File: src/rtl/uart_tx_byte.sv
// uart_tx_byte: byte-wide UART transmitter, 8 data bits LSB first.
// One byte per valid/ready handshake, 1 or 2 stop bits.
module uart_tx_byte #(
    parameter int unsigned CLKS_PER_BIT = 868,
    parameter int unsigned STOP_BITS    = 1
) (
    input  logic       clk,
    input  logic       rst_n,
    input  logic [7:0] i_data,
    input  logic       i_valid,
    output logic       o_ready,
    output logic       o_tx,
    output logic       o_busy,
    output logic       o_done
);

    localparam int unsigned TW = $clog2(CLKS_PER_BIT);
    localparam logic [TW-1:0] TMR_LAST = TW'(CLKS_PER_BIT - 1);
    localparam logic [2:0] STOP_LAST = 3'(STOP_BITS - 1);

    typedef enum logic [1:0] {
        S_IDLE,
        S_START,
        S_DATA,
        S_STOP
    } state_t;

    state_t        r_state;
    state_t        w_state_nxt;
    logic [TW-1:0] r_timer;
    logic [TW-1:0] w_timer_nxt;
    logic [2:0]    r_idx;
    logic [2:0]    w_idx_nxt;
    logic [7:0]    r_shift;
    logic [7:0]    w_shift_nxt;
    logic          r_tx;
    logic          w_tx_nxt;
    logic          w_tick;
    logic          w_done;

    assign w_tick = (r_timer == TMR_LAST);

    always_ff @(posedge clk or negedge rst_n) begin
        if (!rst_n) begin
            r_state <= S_IDLE;
            r_timer <= '0;
            r_idx   <= '0;
            r_shift <= '0;
            r_tx    <= 1'b1;
        end else begin
            r_state <= w_state_nxt;
            r_timer <= w_timer_nxt;
            r_idx   <= w_idx_nxt;
            r_shift <= w_shift_nxt;
            r_tx    <= w_tx_nxt;
        end
    end

    // r_idx counts data bits in DATA and stop bits in STOP
    always_comb begin
        w_state_nxt = r_state;
        w_idx_nxt   = r_idx;
        w_shift_nxt = r_shift;
        w_done      = 1'b0;
        unique case (r_state)
            S_IDLE: begin
                if (i_valid) begin
                    w_state_nxt = S_START;
                    w_shift_nxt = i_data;
                    w_idx_nxt   = '0;
                end
            end
            S_START: begin
                if (w_tick) begin
                    w_state_nxt = S_DATA;
                    w_idx_nxt   = '0;
                end
            end
            S_DATA: begin
                if (w_tick) begin
                    w_shift_nxt = {1'b0, r_shift[7:1]};
                    if (r_idx == 3'd7) begin
                        w_state_nxt = S_STOP;
                        w_idx_nxt   = '0;
                    end else begin
                        w_idx_nxt = r_idx + 3'd1;
                    end
                end
            end
            S_STOP: begin
                if (w_tick) begin
                    if (r_idx == STOP_LAST) begin
                        w_state_nxt = S_IDLE;
                        w_idx_nxt   = '0;
                        w_done      = 1'b1;
                    end else begin
                        w_idx_nxt = r_idx + 3'd1;
                    end
                end
            end
            default: begin
                w_state_nxt = S_IDLE;
            end
        endcase
    end

    always_comb begin
        w_timer_nxt = r_timer + TW'(1);
        if (r_state == S_IDLE || w_state_nxt != r_state || w_tick) begin
            w_timer_nxt = '0;
        end
    end

    // Line level is computed one cycle ahead so o_tx comes straight from a flop
    always_comb begin
        w_tx_nxt = 1'b1;
        unique case (w_state_nxt)
            S_START: w_tx_nxt = 1'b0;
            S_DATA:  w_tx_nxt = w_shift_nxt[0];
            default: w_tx_nxt = 1'b1;
        endcase
    end

    assign o_tx    = r_tx;
    assign o_ready = (r_state == S_IDLE);
    assign o_busy  = (r_state != S_IDLE);
    assign o_done  = w_done;

endmodule

File: config.mk
export PLATFORM = sky130hd
export DESIGN_NAME = uart_tx_byte
export DESIGN_NICKNAME = d
export VERILOG_FILES = /design/src/rtl/uart_tx_byte.sv
export SDC_FILE = /design/constraint.sdc
export NUM_CORES = 1
export LEC_CHECK = 0
export CELL_PAD_IN_SITES_DETAIL_PLACEMENT = 0
export CELL_PAD_IN_SITES_GLOBAL_PLACEMENT = 1
export CORE_MARGIN = 3
export CORE_UTILIZATION = 48
export CTS_BUF_LIST = sky130_fd_sc_hd__clkbuf_4 sky130_fd_sc_hd__clkbuf_8
export CTS_CLUSTER_DIAMETER = 150
export DETAILED_ROUTE_END_ITERATION = 16
export GPL_ROUTABILITY_DRIVEN = 0
export PLACE_DENSITY_LB_ADDON = 0.1
export SLEW_MARGIN = 40
export SYNTH_ARGS = -nofsm -noshare
export SYNTH_HDL_FRONTEND = slang
export SYNTH_SLANG_ARGS = --single-unit
File: constraint.sdc
create_clock -name clk -period 6.9 [get_ports clk]
set_clock_uncertainty 0.1 [all_clocks]
set_input_delay 0.69 -clock clk [delete_from_list [all_inputs] [get_ports clk]]
set_output_delay 0.69 -clock clk [all_outputs]
set_load 0.02 [all_outputs]
# Word level (Yosys, flattened, before mapping)
# Index checks and enable logic that the tools add are counted.
# classes
reduce_logical,8
add_sub_neg,2
eq_ne,12
n_mux,22
# ops
cell,n
3-bit two-way mux,6
8-bit two-way mux,2
8-bit case mux with 2 select lines,1
2-bit two-way mux,6
3-bit case mux with 4 select lines,1
10-bit by 1-bit adder with 10-bit output (second input constant),1
10-bit equality test (second input constant),1
10-bit two-way mux,1
2-bit != test (second input constant),4
2-bit case mux with 4 select lines,1
2-bit equality test (second input constant),3
2-bit by 1-bit equality test with 1-bit output (second input constant),2
4-bit AND reduction,1
2-bit nonzero test,2
3-bit by 1-bit adder with 3-bit output (second input constant),1
3-bit equality test (second input constant),1
3-bit logical NOT,1
1-bit two-way mux,3
3-bit AND reduction,1
2-bit logical NOT,1
1-bit logical OR,2
2-bit != test,1
1-bit case mux with 2 select lines,1
# totals
wordCells,50
reg_bits,24
out_inout_bits,4

# Logic depth before layout (Yosys ltp)
# Gate-level depths: netlist of run 1.
# depth
word_depth,8
depth_mapped,8
ltp_nobuf,7

# Least setup slack after synthesis of run 1
# No wires, ideal clock.
# synth_path
kind,reg-to-output
start,reg r_timer[0]
end,out o_done
path_stages_with_launch,6
arrival_time_ns,1.840
path_slack_ns,4.270
required_time_ns,6.110
n_path_buf,0
cell_sequence,dfrtp_1 ha_1 or4b_4 nor3_4 and2_1 and4b_1
# synth_via
elab_chain_len,3
# synth_lines
item,line_no,rtl
"start, declared",30,logic [TW-1:0] r_timer;
"start signal, assigned",52,r_timer <= w_timer_nxt;
10-bit equality test,41,assign w_tick = (r_timer == TMR_LAST);
1-bit two-way mux,91,if (w_tick) begin
1-bit two-way mux,65,unique case (r_state)
"end, declared",14,output logic o_done
# No other way between the ends.

# Worst setup path after layout of run 1
# Same ends and word-level chain as after synthesis.

==> impl_metrics.tcl, run 1 <==
set metrics [dict create \
    run_status "complete, no violations" \
    synth_enable_flop_cells 0 \
    worstPathArrival_ns 2.80 \
    switching_share_pct 29.38 \
    total_neg_setup_slack_ns 0 \
    hold_viol 0 \
    netlist_instances 120 \
    all_layer_gr_usage_pct 15.37 \
    rows 17 \
    grt_max_degree 25 \
    worst_hold_path_type "primary input to asynchronous set/reset pin" \
    antenna_cell_count 0 \
    synth.lib_cells_used.distinct 37 \
    drt_pass1_iterations 4 \
    post_cts.resized_instances 0 \
    pre_cts_ws_ns 3.647 \
    start_of_the_worst_register_to_register_path "r_timer[0]" \
    period_share_pct 52.06 \
    setup_viol_count_final 0 \
    use_met1_pct 21.48 \
    overflow 0 \
    synthesis.yosys.warnings 0 \
    cp_data_required_time_ns 6.11 \
    tightest_slew_ns 0.5225 \
    detail_route.iter0.violations 14 \
    total_switching_power_uw 101.8 \
    antenna_found_initial 0 \
    ctsRootBufferMaster "clkbuf_4" \
    critical_path.reg2reg.endpoint "r_shift[0]" \
    h_tree_level_count 1 \
    port-buffer-count 14 \
    crit_end_category "output pin" \
    layout-area-overhead-vs-synth_pct 14.56 \
    final-max-slew-violation-count 0 \
    rsz_0062_raised_after_global_routing "false" \
    finalCriticalPeriod_ns 3.592 \
    num_vias 905 \
    post_synthesis_sequential_element_count 24 \
    max_fanout_on_critical_path 7 \
    post_syn_area_per_cell_sq_um 10.31 \
    finalNetCount 149 \
    totalWireLength_um 2199 \
    final_common_cell "dfrtp_1" \
    startpoint_type "register" \
    cts-buffers-inserted 3 \
    fp.dieW_um 56.78 \
    most-common-layout-cells "dfrtp_1 (23), clkdlybuf4s50_1 (13), nor2_1 (12), nand2_1 (9)" \
    highest_attainable_clock_frequency_mhz 278.4 \
    finalPower_uw 346.4 \
    worst_rel_slew_slack_pct 65.17 \
    intPower_uw 244.7 \
    globalRoute.busiestLayer "met2" \
    synth_async_sr_flop_share_pct 100.0 \
    crit_path_start "r_timer[0]" \
    use_met3_pct 3.218 \
    route.detailed.vias_per_inst 5.621 \
    clock_sink_count 24 \
    grt_pass1_wl_um 3960 \
    layout.filler_cells 195 \
    drc 0 \
    timing_worst_setup_path_type "register to output pin" \
    relative_contribution_of_sequential_cells_to_total_power_pct 56.0 \
    seqCellArea_sq_um 601.8 \
    final.hold.worst_slack_ns 0.2410 \
    power.density_cell_area_nw_per_um2 244.4 \
    cap_violations 0 \
    wl_per_cell_um 13.66 \
    power.ir.vdd_worst_mv 0.1774 \
    synth_ff_type "dfrtp_1" \
    post_synth_net_total 135 \
    insertion_delay_ns 0.31 \
    clock_power_share_pct 20.9 \
    multi_input_gate_area_sq_um 586.8 \
    finalWorstSetupSlack_ns 3.308 \
    dp_hpwl_um 1593 \
    clk_pin_slew_ns 0.13 \
    coreArea_sq_um 2318 \
    cts_hold_buf 0 \
    postcts_setup_bufs 0 \
    drive_above_1_share_pct 9.023 \
    io_pins 15 \
    cts_tree "yes" \
    cts.path.max_buffers 2 \
    final_antenna_net_count 0 \
    met2_usage_pct 24.09 \
    floorplan.die_area_sq_um 3223 \
    reg2regPathDepth 5 \
    post_synth_instance_area_sq_um 1237 \
    combPwrFrac_pct 23.1 \
    power_leakage_uw 0.0007046 \
    ys_seq_area_share_pct 48.63 \
    floorplan.initialDensity_pct 53.37 \
    die_height_um 56.78 \
    grt_pass1_vias 871 \
    reg2reg_setup_slack_ns 4.53 \
]
## worst max-delay path, stage by stage (launching register included)
cell and delay [ns]:
dfrtp_1 0.41, ha_1 0.23, or4b_4 0.52, nor3_4 0.31, and2_1 0.21, and4b_1 0.21
clkdlybuf4s50_1 0.60
## sequential cells by signal, indices dropped and copies added (netlist names)
signal   flops
o_tx         1
r_shift      8
r_state      2
r_timer     10
r_idx        3
## layer usage
metal,vias to the layer above,part of all wire [%]
met2,18,46
met5,-,0
met4,0,0.64
li1,446,-
met1,439,48
met3,2,5.1
## cell usage after synthesis (2+ instances only)
cell / n / area share, %
a21o_1: 7 / 4.2
a21oi_1: 3 / 1.2
a22o_1: 7 / 5.0
and2_1: 2 / 1.0
and3_1: 3 / 1.5
clkbuf_1: 4 / 1.2
dfrtp_1: 23 / 47
ha_1: 4 / 4.0
inv_1: 6 / 1.8
nand2_1: 9 / 2.7
nand3_1: 5 / 2.0
nor2_1: 12 / 3.6
nor3_1: 3 / 1.2
o21ai_0: 2 / 0.81
or3_1: 2 / 1.0
xnor2_1: 6 / 4.2
xor2_1: 2 / 1.4
## layout make-up
type | count | share of cell area (%)
Inverter | 6 | 1.589
Tap cell | 28 | 2.471
Timing Repair Buffer | 14 | 9.532
Sequential cell | 24 | 42.45
Clock buffer | 4 | 2.560
Multi-Input combinational cell | 85 | 41.39
## how the worst max path moves through the flow
stage              to  slack, ns  cells after the start
3_3_place_gp   o_done       3.70                      6
3_5_place_dp   o_done       3.65                      6
2_1_floorplan  o_done       4.27                      5
6_report       o_done       3.31                      6
4_1_cts        o_done       3.27                      6
5_1_grt        o_done       3.16                      6
## per-stage QoR
stage               util (%)  instances  area [sq um]
floorplan                  -        120          1237
global placement       59.79        157          1386
CTS                    61.14        161          1418
finish                 61.14        161          1418
detailed placement     59.58        157          1381
global route           61.14        161          1418
## kinds of logic after synthesis
logic type	synth area share, %
DFF	48.64
muxes	0.8089
adders and majority gates	4.045
AOI/OAI and AO/OA	14.46
buffers and inverters	3.943
and+or+nand+nor	22.45
xor gates and xnor gates	5.663
## power groups by stage
stage	registers, uW	clock network (uW)	logic (uW)
2_1_floorplan	191	0	60.5
3_3_place_gp	195	0	79.6
3_5_place_dp	197	0	79.6
4_1_cts	194	75.2	80.8
5_1_grt	198	80.6	90.6
6_report	194	72.3	80.1
(Power assumes the default switching activity.)
==> run 2, diff against run 1 <==
--- a/config.mk
+++ b/config.mk
@@ -8,7 +8,7 @@
 export CELL_PAD_IN_SITES_DETAIL_PLACEMENT = 0
 export CELL_PAD_IN_SITES_GLOBAL_PLACEMENT = 1
 export CORE_MARGIN = 3
-export CORE_UTILIZATION = 48
+export CORE_UTILIZATION = 40
 export CTS_BUF_LIST = sky130_fd_sc_hd__clkbuf_4 sky130_fd_sc_hd__clkbuf_8
 export CTS_CLUSTER_DIAMETER = 150
 export DETAILED_ROUTE_END_ITERATION = 16
==> constraint.sdc (replaced) <==
create_clock -name clk -period 2.91 [get_ports clk]
set_clock_uncertainty 0.1 [all_clocks]
set_input_delay 0.291 -clock clk [delete_from_list [all_inputs] [get_ports clk]]
set_output_delay 0.291 -clock clk [all_outputs]
set_load 0.02 [all_outputs]
==> run 2 against run 1 <==
Effect of this change: total power is 140% higher; sequential power increased by 140%; global-route usage down 2.2 points; largest cell class unchanged; sequential share of layout area is 0.77 points lower; core utilization is 11 points lower; worst hold slack got worse by 0.019 ns; critical path type unchanged; non-clock buffer count is 3 higher; combinational power rose by 140%; worst setup slack got worse by 3.0 ns; first-iteration DRC count grew to 2.9 times the previous value; design area grew 1.9%; clock power is 140% higher.
==> impl_metrics.tcl, run 2 (synthesized netlist as in run 1, its figures left out) <==
set metrics [dict create \
    fp.dieW_um 61.62 \
    run_status "complete, no violations" \
    grt_max_degree 25 \
    switching_share_pct 29.75 \
    power.ir.vdd_worst_mv 0.4921 \
    reg2regPathDepth 7 \
    floorplan.die_area_sq_um 3797 \
    grt_pass1_wl_um 3712 \
    rows 19 \
    relative_contribution_of_sequential_cells_to_total_power_pct 55.7 \
    total_switching_power_uw 246.7 \
    cts-buffers-inserted 3 \
    crit_path_cell_trace "ha_1 > or4b_4 > nor3_4 > and2_1 > and4b_1 > clkbuf_2" \
    layout-area-overhead-vs-synth_pct 16.68 \
    floorplan.initialDensity_pct 43.38 \
    clock_power_share_pct 21.2 \
    hold_viol 0 \
    drc 0 \
    final-max-slew-violation-count 0 \
    cts_tree "yes" \
    h_tree_level_count 1 \
    final_common_cell "dfrtp_1" \
    combPwrFrac_pct 23.0 \
    top_register "r_timer" \
    power_leakage_uw 0.0007216 \
    startpoint_type "register" \
    worst_path_max_delay_cell "or4b_4" \
    worst_hold_path_type "primary input to asynchronous set/reset pin" \
    overflow 0 \
    reg.largest.list "r_timer x10, r_shift x8, r_idx x3" \
    start_of_the_worst_register_to_register_path "r_timer[0]" \
    period_share_pct 90.62 \
    totalWireLength_um 2274 \
    max_fanout_on_critical_path 4 \
    all_layer_gr_usage_pct 13.18 \
    clk_pin_slew_ns 0.13 \
    finalCoreUtilization_pct 50.61 \
    cpPeakStageDelay_ns 0.53 \
    intPower_uw 582.4 \
    drt_pass1_iterations 4 \
    reg2reg_setup_slack_ns 0.58 \
    die_height_um 61.62 \
    setup_viol_count_final 0 \
    setup.worst_path.end "o_done" \
    num_vias 905 \
    timing_worst_setup_path_type "register to output pin" \
    cpLargestDelayFamily "simple AND/OR/NAND/NOR gates" \
    finalCriticalPeriod_ns 2.637 \
    tightest_slew_ns 0.4065 \
    cts_hold_buf 0 \
    total_neg_setup_slack_ns 0 \
    coreArea_sq_um 2853 \
    crit_end_category "output pin" \
    path_buf_inv 1 \
    insertion_delay_ns 0.31 \
    clock_sink_count 24 \
    drive_above_1_share_pct 11.03 \
    cap_violations 0 \
    final_antenna_net_count 0 \
    number_of_cells_on_the_critical_path 6 \
    cts.path.max_buffers 2 \
    antenna_found_initial 0 \
    antenna_cell_count 0 \
    dp_hpwl_um 1625 \
    wl_per_cell_um 13.62 \
    critical_path.reg2reg.endpoint "r_shift[7]" \
    port-buffer-count 14 \
    worstPathArrival_ns 2.25 \
    power.density_cell_area_nw_per_um2 574.2 \
    worst_rel_slew_slack_pct 72.90 \
    layout.filler_cells 264 \
    rsz_0062_raised_after_global_routing "false" \
    detail_route.iter0.violations 41 \
    highest_attainable_clock_frequency_mhz 379.2 \
    io_pins 15 \
    route.detailed.vias_per_inst 5.419 \
    grt_pass1_vias 888 \
    finalNetCount 152 \
    flip_flop_count_of_the_largest_register_after_layout 10 \
    crit_path_start "r_timer[0]" \
    most-common-layout-cells "dfrtp_1 (23), clkdlybuf4s50_1 (13), nor2_1 (12), nand2_1 (9)" \
    ctsRootBufferMaster "clkbuf_4" \
    cp_data_required_time_ns 2.52 \
]
[run 2: cell count changes in the layout (fill, tap and decap cells not counted), sizes merged]
cell and change:
buf +2, clkbuf +1
[run 2: repair_timing]
action | in CTS | in global routing
setup endpoints to repair | 1 | 1
gates resized for setup | 1 | 2
pin swaps | 0 | 0
buffers inserted | 0 | 0
[run 2: power groups by stage]
stage / Sequential [uW] / Combinational (uW) / Clock, uW
global placement: 462 / 192 / 0
finish: 462 / 191 / 176
floorplan: 452 / 143 / 0
CTS: 461 / 193 / 183
detailed placement: 468 / 189 / 0
global route: 471 / 212 / 198
[run 2: worst min-delay path by stage]
stage          startpoint  cells past startpoint         end
4_1_cts             rst_n                      2  r_shift[0]
5_1_grt             rst_n                      2  r_shift[0]
2_1_floorplan       rst_n                      0    r_idx[0]
3_5_place_dp   r_shift[1]                      1  r_shift[1]
3_3_place_gp   r_shift[1]                      1  r_shift[1]
6_report            rst_n                      2  r_timer[3]
[run 2: layout make-up]
cell class,instances,area (sq um),share of cell area [%]
sequential,24,601.8,41.68
timing repair buffer,17,157.7,10.92
clock buffer,4,36.28,2.513
tap,31,38.79,2.686
inverter,6,22.52,1.560
multi-input combinational,85,586.8,40.64
[run 2: stage by stage]
step | worst slack [ns] | total power (uW) | hold WS, ns | std cells | instance area [sq um]
6_report | 0.2730 | 829.1 | 0.2222 | 167 | 1444
5_1_grt | 0.1097 | 881.1 | 0.2201 | 167 | 1444
4_1_cts | 0.09767 | 837.5 | 0.2283 | 167 | 1448
3_5_place_dp | 0.2015 | 657.7 | 0.3607 | 163 | 1413
3_3_place_gp | 0.2305 | 653.9 | 0.3578 | 163 | 1413
2_1_floorplan | 0.6795 | 595.5 | -0.1046 | 120 | 1237
[run 2: per-layer routing]
layer  vias up  wire length, um  GRT usage [%]
met4         0               29          5.758
met2        15             1073          22.57
li1        452                -              -
met3         4               88          2.935
met5         -                0              0
met1       434             1082          15.79
==> run 3, diff against run 2 <==
--- a/config.mk
+++ b/config.mk
@@ -5,6 +5,7 @@
 export SDC_FILE = /design/constraint.sdc
 export NUM_CORES = 1
 export LEC_CHECK = 0
+export ABC_CLOCK_PERIOD_IN_PS = 2910
 export CELL_PAD_IN_SITES_DETAIL_PLACEMENT = 0
 export CELL_PAD_IN_SITES_GLOBAL_PLACEMENT = 1
 export CORE_MARGIN = 3
==> results of run 3 <==
No change in the layout: final DEF, timing and power equal those of run 2.
